## src/rtl/vram_arbiter_n.sv

```systemverilog
// N-port time-slotted VRAM arbiter in front of main_ram_generic.
// Each port owns one slot per round; idle slots may optionally be lent round-robin.
module vram_arbiter_n #(
   parameter int          NUM_PORTS       = 4,
   parameter int          ADDR_WIDTH      = 15,
   parameter int          DATA_WIDTH      = 32,
   parameter int          WORK_CONSERVING = 1,
   parameter logic [7:0]  WRITE_PORT_MASK = 8'b0000_0001,
   localparam int         BSEL_WIDTH      = DATA_WIDTH / 8
) (
   input  logic                             clk,
   input  logic                             rst,
   input  logic [NUM_PORTS*ADDR_WIDTH-1:0]  port_addr,
   input  logic [NUM_PORTS*DATA_WIDTH-1:0]  port_wrdata,
   input  logic [NUM_PORTS*BSEL_WIDTH-1:0]  port_wrbytesel,
   input  logic [NUM_PORTS-1:0]             port_strobe,
   input  logic [NUM_PORTS-1:0]             port_write,
   output logic [NUM_PORTS-1:0]             port_ack,
   output logic [NUM_PORTS-1:0]             port_wrerr,
   output logic [DATA_WIDTH-1:0]            rddata,
   output logic [ADDR_WIDTH-1:0]            ram_addr,
   output logic [DATA_WIDTH-1:0]            ram_wrdata,
   output logic [BSEL_WIDTH-1:0]            ram_wrbytesel,
   output logic                             ram_write,
   input  logic [DATA_WIDTH-1:0]            ram_rddata
);

   localparam int                    SLOT_W    = $clog2(NUM_PORTS);
   localparam logic [NUM_PORTS-1:0]  WR_MASK   = WRITE_PORT_MASK[NUM_PORTS-1:0];
   localparam logic [SLOT_W-1:0]     LAST_SLOT = SLOT_W'(NUM_PORTS - 1);

   logic [SLOT_W-1:0]     slot_q, slot_d;
   logic [NUM_PORTS-1:0]  portAck_q, portAck_d;
   logic [NUM_PORTS-1:0]  portWrerr_q, portWrerr_d;

   logic [NUM_PORTS-1:0]  eligible;
   logic                  grantValid;
   logic [SLOT_W-1:0]     grantIdx;
   logic [SLOT_W:0]       candSum;

   // A port is blocked in its own ack cycle so a held strobe is not served twice.
   assign eligible = port_strobe & ~portAck_q;

   assign slot_d = (slot_q == LAST_SLOT) ? '0 : slot_q + SLOT_W'(1);

   always_comb begin
      grantValid = 1'b0;
      grantIdx   = '0;
      candSum    = '0;
      if (eligible[slot_q]) begin
         grantValid = 1'b1;
         grantIdx   = slot_q;
      end else if (WORK_CONSERVING != 0) begin
         for (int k = 1; k < NUM_PORTS; k++) begin
            candSum = {1'b0, slot_q} + (SLOT_W+1)'(k);
            if (candSum >= (SLOT_W+1)'(NUM_PORTS)) begin
               candSum = candSum - (SLOT_W+1)'(NUM_PORTS);
            end
            if (!grantValid && eligible[candSum[SLOT_W-1:0]]) begin
               grantValid = 1'b1;
               grantIdx   = candSum[SLOT_W-1:0];
            end
         end
      end
   end

   always_comb begin
      ram_addr      = '0;
      ram_wrdata    = '0;
      ram_wrbytesel = '0;
      ram_write     = 1'b0;
      portAck_d     = '0;
      portWrerr_d   = '0;
      for (int p = 0; p < NUM_PORTS; p++) begin
         if (grantValid && (grantIdx == SLOT_W'(p))) begin
            ram_addr       = port_addr[p*ADDR_WIDTH +: ADDR_WIDTH];
            ram_wrdata     = port_wrdata[p*DATA_WIDTH +: DATA_WIDTH];
            ram_wrbytesel  = port_wrbytesel[p*BSEL_WIDTH +: BSEL_WIDTH];
            // Writes from read-only ports degrade to reads and are flagged.
            ram_write      = port_write[p] & WR_MASK[p] & ~rst;
            portAck_d[p]   = 1'b1;
            portWrerr_d[p] = port_write[p] & ~WR_MASK[p];
         end
      end
   end

   always_ff @(posedge clk) begin
      if (rst) begin
         slot_q      <= '0;
         portAck_q   <= '0;
         portWrerr_q <= '0;
      end else begin
         slot_q      <= slot_d;
         portAck_q   <= portAck_d;
         portWrerr_q <= portWrerr_d;
      end
   end

   assign port_ack   = portAck_q;
   assign port_wrerr = portWrerr_q;
   assign rddata     = ram_rddata;

endmodule

```

## config.mk

```make
export PLATFORM = sky130hd
export DESIGN_NAME = vram_arbiter_n
export DESIGN_NICKNAME = d
export VERILOG_FILES = /design/src/rtl/vram_arbiter_n.sv
export SDC_FILE = /design/constraint.sdc
export NUM_CORES = 1
export LEC_CHECK = 0
export ABC_AREA = 0
export BUFFER_PORTS_ARGS = -buffer_cell sky130_fd_sc_hd__buf_4
export CAP_MARGIN = 20
export CORE_AREA = 5 5 130 132
export CTS_BUF_LIST = sky130_fd_sc_hd__clkbuf_4
export DETAILED_ROUTE_END_ITERATION = 16
export DIE_AREA = 0 0 135 137
export GPL_TIMING_DRIVEN = 0
export PLACE_DENSITY_LB_ADDON = 0.15
export REMOVE_ABC_BUFFERS = 1
export SLEW_MARGIN = 0
export SYNTH_ARGS = -nofsm -noshare
export SYNTH_HDL_FRONTEND = slang
export SYNTH_SLANG_ARGS = --single-unit
```

## constraint.sdc

```tcl
create_clock -name clk -period 7.1 [get_ports clk]
set_input_delay 1.42 -clock clk [delete_from_list [all_inputs] [get_ports clk]]
set_output_delay 1.42 -clock clk [all_outputs]
set_load 0.02 [all_outputs]
```

# Word level (Yosys, flattened, before mapping)
# Index checks and enable logic that the tools add are counted.
word_totals:
  reg_bits: 10
  word_cells: 88
  inputBits: 246
  out_inout_bits: 92
op_classes:
  n_reduce_logical: 13
  eq_ne: 4
  n_mux: 44
  order_cmp: 7
  addsub: 7
  n_bitwise: 7
ops:
  columns: ["cell", "n"]
  rows:
  - ["two-way mux 32 bit", 4]
  - ["two-way mux 15 bit", 4]
  - ["two-way mux 2 bit", 10]
  - ["two-way mux 1 bit", 18]
  - ["two-way mux 4 bit", 4]
  - ["less-than comparator 2 x 3 -> 1 bit (second input constant)", 4]
  - ["greater-or-equal comparator 3 bit (second input constant)", 3]
  - ["binary-select mux 1 bit (select 2 bit)", 4]
  - ["OR reduction 2 bit", 4]
  - ["adder 2 x 2 -> 3 bit (second input constant)", 2]
  - ["== test 2 bit (second input constant)", 3]
  - ["logical AND 1 bit", 6]
  - ["subtractor 2 x 1 -> 2 bit (second input constant)", 3]
  - ["bitwise AND 4 bit", 1]
  - ["inverter 1 bit", 4]
  - ["inverter 4 bit", 1]
  - ["adder 2 x 1 -> 3 bit (second input constant)", 1]
  - ["adder 2 x 1 -> 2 bit (second input constant)", 1]
  - ["== test 2 x 1 -> 1 bit (second input constant)", 1]
  - ["logical NOT 1 bit", 2]
  - ["logical NOT 2 bit", 1]
  - ["bitwise AND 1 bit", 1]

# Depth between registers and ports, before layout
# Gate-level depths: netlist (run 1).
logic_depth:
  depth_word: 23
  depth_mapped: 9
  mapped_depth_nobuf: 6

# Worst setup path after synthesis (run 1)
# Ideal clock, no wire load.
synth_timing:
  kind: "input port to output port"
  start: "input port port_strobe[1]"
  end: "output port ram_addr[0]"
  path_slack_ns: 2.744
  arrival_time_ns: 2.936
  path_stages: 7
  n_path_buf: 2
  required_ns: 5.680
  cell_sequence: "nor2b_1 nor4b_1 a221oi_2 o311ai_2 buf_2 buf_6 mux2i_1"
synth_between:
  elab_chain_cells: 19
  elab_cells_between_ends: 35
  cone_classes: "eq/ne: 3; mux: 22; bitwise: 1; reduce/logical: 9"
synth_lines:
  columns: ["element", "line_no", "text"]
  rows:
  - ["start: declaration", "16", "input logic [NUM_PORTS-1:0] port_strobe,"]
  - ["bitwise AND 4 bit (*)", "42", "assign eligible = port_strobe & ~portAck_q;"]
  - ["binary-select mux 1 bit (select 2 bit)", "59", "if (!grantValid && eligible[candSum[SLOT_W-1:0]]) begin"]
  - ["two-way mux 1 bit (not written as such)", "59", null]
  - ["two-way mux 1 bit", "59", null]
  - ["two-way mux 1 bit", "50", "if (eligible[slot_q]) begin"]
  - ["logical NOT 1 bit", "59", null]
  - ["logical AND 1 bit", "59", null]
  - ["two-way mux 1 bit", "59", null]
  - ["two-way mux 1 bit", "50", null]
  - ["logical NOT 1 bit", "59", null]
  - ["logical AND 1 bit", "59", null]
  - ["two-way mux 2 bit", "59", null]
  - ["two-way mux 2 bit", "50", null]
  - ["logical NOT 2 bit", "75", "if (grantValid && (grantIdx == SLOT_W'(p))) begin"]
  - ["logical AND 1 bit", "75", null]
  - ["two-way mux 15 bit (3 in a row)", "75", null]
  - ["two-way mux 15 bit (*)", "75", null]
  - ["end: declaration", "21", "output logic [ADDR_WIDTH-1:0] ram_addr,"]
# Every way passes the cells marked *; elsewhere a longest branch is shown, timed or not. The select of a mux whose other input is x is not followed.

# Worst setup path in the final report (run 1)
layout_timing:
  start: "input port port_strobe[0]"
  end: "output port ram_addr[7]"
# Same word-level chain as after synthesis.

==> impl_metrics.json, run 1 <==
{
  "skew_ns": 0.000456,
  "cts_tree": "yes",
  "ir_drop_mv": 0.0876,
  "p_per_area_nw_per_um2": 257,
  "post_cts_buffers": 0,
  "grt-ovfl-total": 0,
  "worstPathMaxFanout": 30,
  "pre_cts_ws_ns": 1.99,
  "rsz0062_at_grt": "false",
  "clk_pin_slew_ns": 0.06,
  "h-tree-depth": 1,
  "leakagePower_nw": 2.41,
  "cp.arrival_ns": 3.62,
  "row_count": 46,
  "numCtsBuffers": 3,
  "ctsRootBufferMaster": "clkbuf_4",
  "netlist_area_um2": 2370,
  "worstSetupPathType": "input pin to output port",
  "async_flop_share": 0,
  "setup_viol": 0,
  "vias_per_cell": 4.28,
  "grt_pass1_vias": 3419,
  "switchingPower_w": 0.000574,
  "num_vias": 3014,
  "start_util": 0.152,
  "die_y_um": 137,
  "final.min_clock_period_ns": 5.04,
  "die_x_um": 135,
  "synth_cell_types": 34,
  "power.internal_w": 0.000582,
  "synth_top_area_share": 0.431,
  "grt_start_max_net_pins": 32,
  "route.detailed.drc": 0,
  "tightest_slew_ns": 0.809,
  "cp_slowest_stage_delay_ns": 0.68,
  "wl_per_cell_um": 19.7,
  "nets": 737,
  "worst-endpoint-required_ns": 5.68,
  "yosys.area.top_type": "mux2i_1",
  "grt_usage": 0.138,
  "ys_ff_latch": 9,
  "synthToLayoutAreaGrowth_pct": 89.9,
  "drv_slew": 0,
  "utilization": 0.289,
  "synthFlopType": "dfxtp_1",
  "cts.sinks": 9,
  "worst_hold_slack_ns": 0.644,
  "endpoint_kind": "output port",
  "slew_headroom": 0.460,
  "clk_latency_ns": 0.25,
  "drt_iter0_drc": 73,
  "grt_pass1_wl_um": 19600,
  "pwr-share-seq": 0.057,
  "max_freq_mhz": 199,
  "synth_edf_count": 0,
  "io_buffers": 272,
  "design_area_um2": 4500,
  "hpwl_um": 12000,
  "antenna_found_initial": 0,
  "dieArea_um2": 18500,
  "syn_area_per_cell_um2": 9.05,
  "hold_viol": 0,
  "fin_ws_ns": 2.06,
  "cap_violations": 0,
  "status": "finished, final reports clean",
  "crit_path_start_kind": "input pin",
  "diodes": 0,
  "cts_resized": 0,
  "antenna_left": 0,
  "post-route-period-util": 0.709,
  "synthCells": 262,
  "cts_hold_buf": 0,
  "min_path_type": "flop to flop",
  "core_area_um2": 15600,
  "cp_cell_sequence": "buf_4 -> or3b_1 -> a21oi_1 -> o2bb2ai_4 -> buf_12 -> buf_12 -> mux2i_1 -> mux2i_1 -> buf_4",
  "first_pass_iters": 4,
  "synthTopCellsByArea": "mux2i_1 (43%), a22oi_1 (12%), buf_4 (11%), dfxtp_1 (7.6%), a22oi_2 (6.9%)",
  "placed_area_um2": 4470,
  "gp_congestion": 0.785,
  "switching_share": 0.496,
  "cp_slowest_cell": "o2bb2ai_4",
  "cts.path.max_buffers": 2,
  "yosysSeqAreaShare": 0.0760,
  "drive_gt1_frac": 0.620,
  "yosysWarnings": 0,
  "pin_count": 338,
  "wl_um": 13900,
  "power_frac_clock": 0.037,
  "comb_power_share": 0.906
}
[worst max-delay path: cells and delay by family]
kind            cells  cell delay [ns]
compound gates      2             0.79
mux                 2             0.40
buf+inv             4             0.80
simple gates        1             0.17
[per-stage QoR]
step / TNS, ns / power, W / cells
finish: 0 / 0.00116 / 705
CTS: 0 / 0.00118 / 705
global route: 0 / 0.00124 / 705
floorplan: -154.99 / 0.000735 / 204
global placement: -299.81 / 0.00118 / 692
detailed placement: 0 / 0.00113 / 701
[cell usage in the layout (no fill, tap or decap), types with 2 or more instances in the layout]
cell type | Yosys | final
dfxtp_1 | 9 | 9
nor3_1 | 4 | 4
mux2i_1 | 102 | 102
buf_4 | 35 | 272
a22oi_2 | 13 | 13
a22oi_1 | 38 | 38
and4b_1 | 3 | 3
buf_8 | 1 | 4
clkbuf_4 | 0 | 4
buf_12 | 0 | 4
nand2_1 | 2 | 2
a21oi_1 | 3 | 3
nand2b_1 | 5 | 5
inv_1 | 2 | 2
nand3b_1 | 2 | 2
and3b_1 | 4 | 4
[flip-flops by register name, indices dropped and copies added, names as in the netlist]
name        cells
port_wrerr      3
port_ack        4
slot_q          2
[kinds of logic (layout without fill, tap and decap cells)]
kind of cell	count (synthesis)	count (layout)	share of synthesized area
mux	102	102	0.431
compound gates	62	62	0.226
other cells	1	1	0.00158
buf+inv	60	287	0.175
fa+ha+maj	1	1	0.00528
flops	9	9	0.0760
simple gates	27	27	0.0850
[path summary, 6_finish.rpt]
kind                                           start                        to  slack (ns)  cells after the start
worst max-delay path                  port_strobe[0]               ram_addr[7]        2.06                      9
worst min-delay path            slot_q[0]$_SDFF_PP0_      slot_q[0]$_SDFF_PP0_        0.64                      1
worst max register to register  slot_q[1]$_SDFF_PP0_  port_wrerr[2]$_SDFF_PP0_        4.70                      6
worst min register to register  slot_q[0]$_SDFF_PP0_      slot_q[0]$_SDFF_PP0_        0.64                      1
[synth_stat cells (all sizes together) (3+ instances only)]
library cell  number
a21oi              3
a22oi             51
and3b              4
and4b              3
buf               54
clkbuf             4
dfxtp              9
mux2i            102
nand2b             5
nor3               4
[area by class of cell]
cell class                 instances  area, um2
fill                            1691      11100
inverter                           2       7.51
timing repair buffer             281       2210
clock buffer                       4       30.0
sequential                         9        180
multi-input combinational        193       1810
tap                              216        270
[power by group through the flow]
stage               clock (W)  combinational (W)  sequential, W
detailed placement          0            0.00106      0.0000671
global placement            0            0.00112      0.0000665
floorplan                   0           0.000663      0.0000719
global route        0.0000489            0.00112      0.0000676
CTS                 0.0000457            0.00107      0.0000659
finish              0.0000429            0.00105      0.0000658
[routing by layer]
layer	GRT usage	routed length, um
met1	0.137	4570
met2	0.235	6910
met3	0.0945	2150
met5	0.0472	102
met4	0.0314	186
(Power assumes the default switching activity.)
==> inputs of run 2 (changes only) <==
ABC_AREA = 1   (was 0)
CORE_AREA = 5 5 129 131   (was 5 5 130 132)
DIE_AREA = 0 0 134 136   (was 0 0 135 137)
clock period = 4.4 ns   (was 7.1 ns; I/O delays follow)
==> impl_metrics.json, run 2 <==
{
  "numCtsBuffers": 3,
  "max_freq_mhz": 244,
  "slew_headroom": 0.608,
  "synth_top_area_share": 0.415,
  "syn_area_per_cell_um2": 4.86,
  "start_util": 0.192,
  "r2r_end": "port_wrerr[2]$_SDFF_PP0_",
  "drv_slew": 0,
  "dieArea_um2": 18200,
  "synth_cell_types": 22,
  "die_y_um": 136,
  "pre_cts_ws_ns": -0.821,
  "largest_reg_flops": 4,
  "min_path_type": "flop to flop",
  "pin_count": 338,
  "async_flop_share": 0,
  "ir_drop_mv": 0.213,
  "worstSetupPathType": "input pin to output port",
  "p_per_area_nw_per_um2": 535,
  "h-tree-depth": 1,
  "yosys-top-cells-count": "nand2_1 (328), nand3_1 (66), inv_1 (58)",
  "status": "finished, final reports clean",
  "worst-endpoint-required_ns": 3.52,
  "worst-r2r-setup-slack_ns": 1.90,
  "core_area_um2": 15500,
  "cts.path.max_buffers": 2,
  "top_layer": "met5",
  "gp_congestion": 0.743,
  "final.min_clock_period_ns": 4.10,
  "cap_violations": 0,
  "cts.sinks": 9,
  "wl_met1_um": 5790,
  "row_count": 46,
  "met3_length_um": 1680,
  "worstPathMaxFanout": 53,
  "netlist_area_um2": 2970,
  "rsz0062_at_grt": "false",
  "yosys.area.top_type": "nand2_1",
  "cp.arrival_ns": 3.22,
  "reg2reg_depth": 10,
  "drive_gt1_frac": 0.357,
  "endpoint_kind": "output port",
  "cp-startpoint": "port_strobe[1]",
  "setup_viol": 0,
  "r2r-start": "slot_q[0]$_SDFF_PP0_",
  "io_buffers": 272,
  "synth_edf_count": 0,
  "cts_tree": "yes",
  "wl_met2_um": 6910,
  "yosysWarnings": 0,
  "holdPathStages": 1,
  "clk_latency_ns": 0.25,
  "yosysSeqAreaShare": 0.0608,
  "grt_usage": 0.145,
  "synthTopCellsByArea": "nand2_1 (42%), nand3b_1 (13%), nand3_1 (11%), buf_4 (10%), inv_1 (7.3%)",
  "yosysMostFrequentCell": "nand2_1",
  "wl_per_cell_um": 14.3,
  "fin_ws_ns": 0.305,
  "skew_ns": 0.000763,
  "nets": 1067,
  "antenna_found_initial": 0,
  "leakagePower_nw": 2.99,
  "route.detailed.drc": 0,
  "crit_path_start_kind": "input pin",
  "finalNonFillerCells": 1011,
  "grt_start_max_net_pins": 61,
  "nFillCells": 1782,
  "drt_iter0_drc": 172,
  "vias_per_cell": 4.21,
  "num_vias": 4256,
  "post_cts_buffers": 0,
  "synthFlopType": "dfxtp_1",
  "first_pass_iters": 4,
  "grt_pass1_wl_um": 21500,
  "min-delay-start": "slot_q[0]$_SDFF_PP0_",
  "die_x_um": 134,
  "antenna_left": 0,
  "grt-ovfl-total": 0,
  "tightest_slew_ns": 0.587,
  "hold_viol": 0,
  "clk_pin_slew_ns": 0.06,
  "final_cell_mix": "nand2_1 (328), buf_4 (272), nand3_1 (66)",
  "hpwl_um": 11400,
  "synthToLayoutAreaGrowth_pct": 66.8,
  "wl_um": 14500,
  "ctsRootBufferMaster": "clkbuf_4",
  "grt_pass1_vias": 4092,
  "post-place-cells": 1006,
  "post-route-period-util": 0.931,
  "ys_ff_latch": 9,
  "regArea_um2": 180,
  "final_common_cell": "nand2_1",
  "synthCells": 610,
  "multiInputGateArea_um2": 2110,
  "whs_endpoint": "slot_q[0]$_SDFF_PP0_",
  "diodes": 0
}
[run 2: kinds of logic (layout without fill, tap and decap cells)]
kind of cell	after synthesis	after routing	synth area share
flip-flops	9	9	0.0608
adder cells (fa/ha/maj)	1	1	0.00422
AO/OA/AOI/OAI	2	2	0.00338
buffers and inverters	134	342	0.235
other	1	1	0.00126
AND/OR/NAND/NOR	463	464	0.696
[run 2: stage by stage]
stage | TNS (ns) | area (um2) | utilization | hold slack (ns) | power (W)
floorplan | -13.57 | 2500 | - | 0.565 | 0.00153
global placement | -107.80 | 4780 | 0.309 | 0.636 | 0.00255
detailed placement | -37.59 | 4880 | 0.315 | 0.638 | 0.00259
CTS | 0 | 4920 | 0.318 | 0.652 | 0.00267
global route | 0 | 4940 | 0.319 | 0.721 | 0.00294
finish | 0 | 4940 | 0.319 | 0.660 | 0.00264
[run 2: how the worst max path moves through the flow]
stage / cells after the start / slack, ns / endpoint
final: 14 / 0.30 / ram_wrdata[8]
after global routing: 14 / 0.06 / ram_wrdata[8]
after CTS: 14 / 0.04 / ram_wrdata[8]
after detailed placement: 14 / -0.82 / ram_wrdata[8]
after global placement: 14 / -2.13 / ram_wrdata[8]
after floorplan: 12 / -0.26 / ram_addr[0]
[run 2: power by group]
group	total, W	internal (W)	switching, W	leakage [nW]
Clock	0.0000663	0.0000409	0.0000254	0.0184
Sequential	0.000106	0.0000960	0.00000981	0.0739
Combinational	0.00247	0.000947	0.00152	2.89
[run 2: what timing repair did]
item                       in CTS  in global routing
pin swaps                       0                  1
hold buffers                    0                  0
resized for setup               4                  4
cloned                          0                  1
setup endpoints to repair      51                 51
[run 2: per-layer routing]
layer,GRT usage,up-vias
li1,-,2251
met1,0.171,1807
met2,0.246,190
met3,0.0733,6
met4,0.00743,2
met5,0.0333,-
[run 2: area by class of cell]
| cell class | instances | share of cell area |
|---|---|---|
| Clock buffer | 4 | 0.00607 |
| Inverter | 62 | 0.0506 |
| Multi-Input combinational cell | 468 | 0.428 |
| Sequential cell | 9 | 0.0364 |
| Tap cell | 192 | 0.0486 |
| Timing Repair Buffer | 276 | 0.431 |
[run 2: worst max-delay path: stages]
cell	delay, ns
buf_4	0.09
nand3_1	0.09
nand2_1	0.12
nand2_1	0.16
nand2_2	0.14
inv_2	0.04
nand3_1	0.17
nand2_8	0.24
clkinv_8	0.30
nand2_1	0.20
inv_6	0.36
nand2_1	0.12
nand2_1	0.10
buf_4	0.14
==> inputs of run 3 (changes only) <==
CORE_AREA = 5 5 128 130   (was 5 5 129 131)
DIE_AREA = 0 0 133 135   (was 0 0 134 136)
==> impl_metrics.json, run 3 (same netlist as run 2, synthesis figures left out) <==
{
  "status": "finished, final reports clean",
  "core_area_um2": 15000,
  "hpwl_um": 11200,
  "slew_headroom": 0.646,
  "synthToLayoutAreaGrowth_pct": 70.0,
  "cp_cell_sequence": "buf_4 -> nand3_1 -> nand2_1 -> nand2_1 -> nand2_2 -> inv_2 -> nand3_1 -> nand2_8 -> buf_16 -> clkinv_16 -> nand2_2 -> bufinv_16 -> nand2_1 -> nand2_1 -> buf_4",
  "placed_area_um2": 4870,
  "cap_violations": 0,
  "diodes": 0,
  "whs_endpoint": "slot_q[0]$_SDFF_PP0_",
  "skew_ns": 0.00122,
  "pin_count": 338,
  "final_common_cell": "nand2_1",
  "min_path_type": "flop to flop",
  "io_buffers": 272,
  "row_count": 45,
  "route.detailed.drc": 0,
  "grt_pass1_wl_um": 21600,
  "worst-r2r-setup-slack_ns": 1.69,
  "drt_iter0_drc": 164,
  "rsz0062_at_grt": "false",
  "worstSetupPathType": "input pin to output port",
  "grt_usage": 0.147,
  "fin_ws_ns": 0.220,
  "grt-ovfl-total": 0,
  "final.min_clock_period_ns": 4.18,
  "die_x_um": 133,
  "cts_hold_buf": 0,
  "h-tree-depth": 1,
  "cp.arrival_ns": 3.30,
  "crit_path_start_kind": "input pin",
  "hold_viol": 0,
  "cp_slowest_stage_delay_ns": 0.29,
  "reg2reg_depth": 11,
  "tightest_slew_ns": 0.530,
  "wl_per_cell_um": 14.7,
  "r2r_end": "port_wrerr[2]$_SDFF_PP0_",
  "cts.path.max_buffers": 2,
  "holdPathStages": 1,
  "antenna_found_initial": 0,
  "dieArea_um2": 18000,
  "setup_tns_ns": 0,
  "min-delay-start": "slot_q[0]$_SDFF_PP0_",
  "endpoint_kind": "output port",
  "num_vias": 4233,
  "worstPathMaxFanout": 53,
  "max_freq_mhz": 239,
  "die_y_um": 135,
  "antenna_left": 0,
  "drive_gt1_frac": 0.362,
  "worst-endpoint-required_ns": 3.52,
  "nFillCells": 1752,
  "design_area_um2": 5040,
  "ctsRootBufferMaster": "clkbuf_4",
  "vias_per_cell": 4.18,
  "gp_congestion": 0.766,
  "p_per_area_nw_per_um2": 544,
  "cts_tree": "yes",
  "grt_start_max_net_pins": 68,
  "r2r-start": "slot_q[0]$_SDFF_PP0_",
  "worst_hold_slack_ns": 0.667,
  "clk_pin_slew_ns": 0.06,
  "first_pass_iters": 4,
  "cts.sinks": 9,
  "largest_reg_flops": 4,
  "clk_latency_ns": 0.25,
  "leakagePower_nw": 3.04,
  "start_util": 0.197,
  "ir_drop_mv": 0.246,
  "nets": 1073,
  "final_cell_mix": "nand2_1 (327), buf_4 (276), nand3_1 (66)",
  "drv_slew": 0,
  "numCtsBuffers": 3,
  "wl_um": 14900,
  "cp_slowest_cell": "nand2_8",
  "grt_pass1_vias": 4139,
  "utilization": 0.335,
  "pre_cts_ws_ns": -1.03,
  "post-route-period-util": 0.950,
  "setup_viol": 0,
  "crit_top_cell": "nand2_1"
}
[run 3: area by class of cell]
cell class	count	area [um2]	area share
repair inverters	1	8.76	0.00174
multi-input cells	468	2120	0.420
inverters	62	285	0.0566
flip-flops and latches	9	180	0.0357
repair buffers	281	2180	0.433
well taps	188	235	0.0467
clock buffers	4	30.0	0.00596
[run 3: worst max-delay path, delay by kind of cell]
family,cells,cell delay [ns]
simple gates,9,1.33
buf+inv,6,1.01
[run 3: worst max path at each step]
stage	from	to	slack [ns]	cells past startpoint
6_report	port_strobe[1]	ram_wrdata[5]	0.22	15
3_5_place_dp	port_strobe[1]	ram_addr[9]	-1.03	15
3_3_place_gp	port_strobe[1]	ram_addr[9]	-2.14	14
4_1_cts	port_strobe[1]	ram_wrdata[5]	0.004	15
5_1_grt	port_strobe[1]	ram_wrdata[5]	0.02	15
2_1_floorplan	port_strobe[1]	ram_addr[0]	-0.26	12
[run 3: metrics by stage]
step	power (W)	std cells
after floorplan	0.00153	538
after global placement	0.00256	998
after detailed placement	0.00260	1002
after CTS	0.00270	1007
after global routing	0.00305	1013
final	0.00274	1013
[run 3: timing repair]
action / CTS / global route
cloned: 1 / 2
resized for setup: 6 / 10
pin swaps: 1 / 2
buffers inserted: 0 / 4
endpoints found under the setup margin: 51 / 51
[run 3: where the power goes]
| part | switching (W) | internal, W | total, W | leakage, nW |
|---|---|---|---|---|
| Sequential | 0.0000106 | 0.0000960 | 0.000107 | 0.0739 |
| Clock | 0.0000280 | 0.0000411 | 0.0000691 | 0.0184 |
| Combinational | 0.00156 | 0.00101 | 0.00257 | 2.94 |
[run 3: per-layer routing]
layer  up-vias  track usage  share of wire
li1       2256            -              -
met1      1756        0.174           0.41
met2       211        0.242           0.46
met3         8       0.0790           0.13
met4         2      0.00808         0.0048
met5         -       0.0361         0.0037
